## src/rtl/tone_gen_multi.sv

```systemverilog
// N-channel square-wave tone generator: per-channel half-period dividers, clamped shared
// volume, global mute and a linear per-tick level ramp feeding a registered PCM output.
module tone_gen_multi #(
    parameter int              NUM_CH   = 2,
    parameter int              DIV_W    = 22,
    parameter int              AUD_W    = 16,
    parameter int              VOL_W    = 3,
    parameter int              MAX_VOL  = 5,
    parameter logic [AUD_W-1:0] AMP_HI  = 16'h0E00,
    parameter logic [AUD_W-1:0] AMP_LO  = 16'h0200,
    parameter int              RAMP_DIV = 1024
) (
    input  logic                     clk,
    input  logic                     rst,
    input  logic [VOL_W-1:0]         volume,
    input  logic                     mute,
    input  logic [NUM_CH*DIV_W-1:0]  note_div,
    output logic [NUM_CH*AUD_W-1:0]  audio_out,
    output logic [NUM_CH-1:0]        ch_active
);

    localparam logic [63:0]      PEAK    = 64'(AMP_HI) << (MAX_VOL - 1);
    localparam int               PRE_W   = (RAMP_DIV > 1) ? $clog2(RAMP_DIV) : 1;
    localparam logic [PRE_W-1:0] PRE_LAST = PRE_W'(RAMP_DIV - 1);
    localparam logic [VOL_W-1:0] MAX_LVL = VOL_W'(MAX_VOL);

    generate
        if (MAX_VOL < 1 || MAX_VOL >= (1 << VOL_W)) begin : g_bad_max_vol
            $error("tone_gen_multi: MAX_VOL must be 1..2**VOL_W-1");
        end
        if (RAMP_DIV < 1) begin : g_bad_ramp_div
            $error("tone_gen_multi: RAMP_DIV must be at least 1");
        end
        if ((PEAK >> AUD_W) != 64'd0) begin : g_bad_amp
            $error("tone_gen_multi: AMP_HI at MAX_VOL does not fit in AUD_W bits");
        end
    endgenerate

    function automatic logic [VOL_W-1:0] sat_volume(input logic [VOL_W-1:0] v);
        return (v > MAX_LVL) ? MAX_LVL : v;
    endfunction

    function automatic logic [VOL_W-1:0] step_level(input logic [VOL_W-1:0] cur,
                                                    input logic [VOL_W-1:0] tgt);
        if (cur < tgt)
            return cur + 1'b1;
        else if (cur > tgt)
            return cur - 1'b1;
        else
            return cur;
    endfunction

    // Each level above 1 doubles the amplitude of the level-1 waveform.
    function automatic logic [AUD_W-1:0] level_to_sample(input logic [VOL_W-1:0] lvl,
                                                         input logic             ph);
        logic [AUD_W-1:0] amp;
        amp = ph ? AMP_LO : AMP_HI;
        if (lvl == '0)
            return '0;
        else
            return amp << (lvl - 1'b1);
    endfunction

    logic [VOL_W-1:0] vol_sat;
    logic [PRE_W-1:0] pre_p0;
    logic             step_tick;

    assign vol_sat   = sat_volume(volume);
    assign step_tick = (pre_p0 == PRE_LAST);

    // Stage p0: shared ramp prescaler
    always_ff @(posedge clk) begin
        if (!rst)
            pre_p0 <= '0;
        else if (step_tick)
            pre_p0 <= '0;
        else
            pre_p0 <= pre_p0 + 1'b1;
    end

    for (genvar i = 0; i < NUM_CH; i++) begin : g_ch
        logic [DIV_W-1:0] div_in;
        logic [DIV_W-1:0] div_q_p0;
        logic [DIV_W-1:0] cnt_p0;
        logic             phase_p0;
        logic [VOL_W-1:0] level_p0;
        logic [VOL_W-1:0] target;
        logic [AUD_W-1:0] sample_p1;
        logic             act_p1;

        assign div_in = note_div[i*DIV_W +: DIV_W];
        // A divider of 0 or 1 is the sequencer's way of saying "no note".
        assign target = (mute || (div_q_p0 <= DIV_W'(1))) ? '0 : vol_sat;

        // Stage p0: divider, phase and ramped level
        always_ff @(posedge clk) begin
            if (!rst) begin
                div_q_p0 <= '0;
                cnt_p0   <= '0;
                phase_p0 <= 1'b0;
                level_p0 <= '0;
            end else begin
                if (div_in != div_q_p0) begin
                    div_q_p0 <= div_in;
                    cnt_p0   <= '0;
                end else if (cnt_p0 >= div_q_p0) begin
                    cnt_p0   <= '0;
                    phase_p0 <= ~phase_p0;
                end else begin
                    cnt_p0 <= cnt_p0 + 1'b1;
                end
                if (step_tick)
                    level_p0 <= step_level(level_p0, target);
            end
        end

        // Stage p1: registered PCM sample and activity flag
        always_ff @(posedge clk) begin
            if (!rst) begin
                sample_p1 <= '0;
                act_p1    <= 1'b0;
            end else begin
                sample_p1 <= level_to_sample(level_p0, phase_p0);
                act_p1    <= (level_p0 != '0);
            end
        end

        assign audio_out[i*AUD_W +: AUD_W] = sample_p1;
        assign ch_active[i]                = act_p1;
    end

endmodule

```

## config.mk

```make
export PLATFORM = sky130hd
export DESIGN_NAME = tone_gen_multi
export DESIGN_NICKNAME = d
export VERILOG_FILES = /design/src/rtl/tone_gen_multi.sv
export SDC_FILE = /design/constraint.sdc
export NUM_CORES = 1
export LEC_CHECK = 0
export ABC_AREA = 1
export CAP_MARGIN = 25
export CORE_MARGIN = 1
export CORE_UTILIZATION = 59
export CTS_BUF_LIST = sky130_fd_sc_hd__clkbuf_8
export CTS_CLUSTER_SIZE = 12
export DETAILED_ROUTE_END_ITERATION = 8
export GPL_TIMING_DRIVEN = 0
export PLACE_DENSITY = 0.81
export SLEW_MARGIN = 0
export SYNTH_ARGS = -nofsm -noshare
export SYNTH_HDL_FRONTEND = slang
export SYNTH_SLANG_ARGS = --single-unit
```

## constraint.sdc

```tcl
create_clock -name clk -period 2.7 [get_ports clk]
set_clock_uncertainty 0.05 [all_clocks]
set_input_delay 0.27 -clock clk [delete_from_list [all_inputs] [get_ports clk]]
set_output_delay 0.27 -clock clk [all_outputs]
set_load 0.1 [all_outputs]
```

==> flow_metrics.tcl, run 1 <==
set metrics [dict create \
    drt_pass1_iterations 5 \
    detail_route.vias_per_cell 4.80 \
    post_synth_edffs 0 \
    chipWidth_um 113 \
    number_of_hold_buffers_added_after_cts 0 \
    setup_total_negative_slack_ns 0 \
    maximum_number_of_pins_on_one_net_before_global_route_repair 17 \
    cp_slowest_stage_delay_ns 0.31 \
    final_critical_period_ns 2.47 \
    setup_viol_count_final 0 \
    status "finished, final reports clean" \
    p_per_area_nw_per_um2 504 \
    synth-async-reset-ratio_pct 0 \
    initial_antenna_violation_count 0 \
    critPathMaxFanout 6 \
    grt.total_usage_pct 25.4 \
    tightestPinTransition_ns 0.966 \
    cp_data_arrival_time_ns 2.73 \
    first_iter_violations 436 \
    num_rows 40 \
    synthDominantAreaCellType "sky130_fd_sc_hd__dfxtp_1" \
    max_clock_freq_mhz 405 \
    timing.setup.critical_path_class "reg2reg" \
    yosysUniqueCellTypes 44 \
    cts_made_buffers 17 \
    clock_insertion_delay_worst_skew_ns 0.44 \
    drt-total-wl_um 15500 \
    cts_buffer_depth 2 \
    dp_hpwl_um 11600 \
    synth_top_cells_by_area "sky130_fd_sc_hd__dfxtp_1 33%, sky130_fd_sc_hd__nand2_1 15%, sky130_fd_sc_hd__ha_1 10%" \
    syn_to_final_growth_pct 19.4 \
    drt_drc_violations_left 0 \
    syn_inst 1070 \
    grt_pass1_vias 6016 \
    cts_max_level 4 \
    cts.sink_count 122 \
    synth.avg_cell_area_sq_um 6.85 \
    hold_viol_final 0 \
    min-delay-path-class "in2reg" \
    cp_cell_sequence "inv_1 > nand4_1 > nor4_2 > nand4_1 > nand2_1 > inv_1 > nand2_1 > ha_1 > a31oi_1 > nand2_1 > inv_1 > o21ai_2 > o21ai_0 > a21oi_1" \
    place.gp.congestion 0.881 \
    synth.yosys.seq_area_share_pct 33.3 \
    wire_length_of_the_first_global_routing_pass_um 25900 \
    post_route_cells_drive_above_1_share_pct 10.2 \
    post_synth_instance_area_sq_um 7330 \
    placement.io_buffers 64 \
    hold-worst-slack_ns 0.165 \
    critical_path_required_time_ns 2.96 \
    via_count 6473 \
    rsz0062_at_grt "false" \
    tritoncts "done" \
    slew_violations 0 \
    cell_leakage_power_nw 4.34 \
    grt.overflow.total 0 \
    core_area_sq_um 12100 \
    synth.cells.most_frequent "302 x sky130_fd_sc_hd__nand2_1, 194 x sky130_fd_sc_hd__inv_1, 122 x sky130_fd_sc_hd__dfxtp_1" \
    cell_chosen_for_the_clock_root "sky130_fd_sc_hd__clkbuf_8" \
    initial_utilization_pct 60.7 \
    die_h_um 113 \
    boundaryPins 84 \
    timing.final.crit_share_pct 91.4 \
    slowest_cell_on_the_critical_path "sky130_fd_sc_hd__dfxtp_1" \
    clk_pin_slew_ns 0.07 \
    timing.slew.headroom_pct 35.4 \
    synth-warning-count 0 \
    detail_route.wl_per_cell_um 11.5 \
    vdd_drop_max_uv 596 \
    num_antenna_cells 0 \
    detail-route-antenna-nets 0 \
    top_count_cell_post_synth "sky130_fd_sc_hd__nand2_1" \
    postSynth.topFlopCell "sky130_fd_sc_hd__dfxtp_1" \
    max-cap-violations 0 \
    flip_flop_and_latch_count_after_synthesis 122 \
    worstSetupEndpointType "flip-flop" \
    yosys.area.top_type_share_pct 33.3 \
    fin_nets 1281 \
    die_area_sq_um 12900 \
    setup.worst_path.start_class "flip-flop" \
]
==> sequential cells by signal, summed over array words and instances (netlist names) <==
| signal | cells |
|---|---|
| g_ch.phase_p0 | 2 |
| g_ch.sample_p1 | 14 |
| g_ch.div_q_p0 | 44 |
| g_ch.cnt_p0 | 44 |
| g_ch.level_p0 | 6 |
| g_ch.act_p1 | 2 |
| pre_p0 | 10 |
==> timing repair <==
item                                    in CTS  in global routing
endpoints found under the setup margin       0                  6
gates resized for setup                      0                  3
buffers inserted                             0                  0
==> layer usage <==
| layer | vias to the layer above | GRT usage [%] | routed length, um |
|---|---|---|---|
| met5 | - | 0 | 0 |
| met4 | 0 | 9.39 | 320 |
| met3 | 24 | 5.31 | 659 |
| met2 | 138 | 44.7 | 7360 |
| met1 | 2892 | 30.6 | 7130 |
| li1 | 3419 | - | - |
==> critical path, delay by kind of cell, from the launching register on <==
kind                     cells  cell delay [ns]
AO/OA/AOI/OAI                4             0.53
flip-flops                   1             0.31
buffers and inverters        3             0.28
adder cells (fa/ha/maj)      1             0.25
AND/OR/NAND/NOR              6             0.94
==> placed cells by master (no fill, tap or decap), types with 3 or more instances in the layout <==
cell type,Yosys,layout
sky130_fd_sc_hd__clkdlybuf4s50_1,0,64
sky130_fd_sc_hd__a21oi_1,30,30
sky130_fd_sc_hd__inv_2,23,23
sky130_fd_sc_hd__a31oi_1,3,3
sky130_fd_sc_hd__nand4_1,22,22
sky130_fd_sc_hd__nor3_1,12,12
sky130_fd_sc_hd__nand3_2,3,3
sky130_fd_sc_hd__nor3_4,4,4
sky130_fd_sc_hd__xor2_1,25,25
sky130_fd_sc_hd__ha_1,61,61
sky130_fd_sc_hd__dfxtp_1,122,122
sky130_fd_sc_hd__o21ai_0,14,14
sky130_fd_sc_hd__clkbuf_1,3,3
sky130_fd_sc_hd__bufinv_16,0,6
sky130_fd_sc_hd__nor2_2,18,18
sky130_fd_sc_hd__nand3_1,36,36
sky130_fd_sc_hd__nor2_1,116,116
sky130_fd_sc_hd__nor2_4,11,11
sky130_fd_sc_hd__nand2_1,302,302
sky130_fd_sc_hd__buf_4,20,20
sky130_fd_sc_hd__clkbuf_8,0,22
sky130_fd_sc_hd__xnor2_1,17,17
sky130_fd_sc_hd__conb_1,1,18
sky130_fd_sc_hd__inv_1,194,195
==> where the power goes <==
group | total [mW] | switching (mW) | internal (mW)
Clock | 2.03 | 0.722 | 1.30
Sequential | 1.87 | 0.0317 | 1.84
Combinational | 0.517 | 0.330 | 0.187
Total | 4.41 | 1.08 | 3.33
==> worst paths after layout <==
kind / start / to / slack [ns] / depth (start not counted)
worst min-delay path: rst / g_ch[1].level_p0[0] / 0.17 / 3
worst max register to register: g_ch[1].div_q_p0[15] / g_ch[1].level_p0[0] / 0.23 / 14
worst max-delay path: g_ch[1].div_q_p0[15] / g_ch[1].level_p0[0] / 0.23 / 14
worst min register to register: pre_p0[0] / pre_p0[0] / 0.41 / 1
==> metrics by stage <==
step                cell area [sq um]  power (mW)  util [%]  cells  setup WS (ns)
global route                     8750        4.58      72.5   1349        0.00430
finish                           8750        4.41      72.5   1349          0.231
global placement                 8240        2.41      68.3   1319          0.121
CTS                              8730        4.43      72.4   1349         0.0214
floorplan                        7390        2.27         -   1087          0.769
detailed placement               8240        2.42      68.3   1319         0.0635
==> logic make-up after synthesis <==
| logic type | count (synthesis) | synth area share (%) |
|---|---|---|
| fa+ha+maj | 61 | 10.4 |
| other cells | 1 | 0.0512 |
| buf+inv | 245 | 13.9 |
| simple gates | 541 | 32.9 |
| compound gates | 58 | 4.32 |
| xor+xnor | 42 | 5.02 |
| flops | 122 | 33.3 |
==> final cells by class <==
cell class | count | area [sq um]
plain buffers | 28 | 205
clock buffers | 22 | 303
clock inverters | 8 | 189
fillers | 995 | 3310
inverters | 217 | 815
multi-input cells | 720 | 3950
flip-flops and latches | 122 | 2440
well taps | 168 | 210
repair buffers | 64 | 641
No activity file was read; power rests on OpenSTA's default activity.
==> run 2, diff against run 1 <==
CAP_MARGIN = default   (was 25)
GPL_ROUTABILITY_DRIVEN = 0   (was default)
==> results of run 2 <==
Same layout as run 1: the final DEF is identical, and so are final timing and power.
==> run 3, diff against run 2 <==
CAP_MARGIN = 20   (was default)
==> results of run 3 <==
Same layout as run 1: the final DEF is identical, and so are final timing and power.
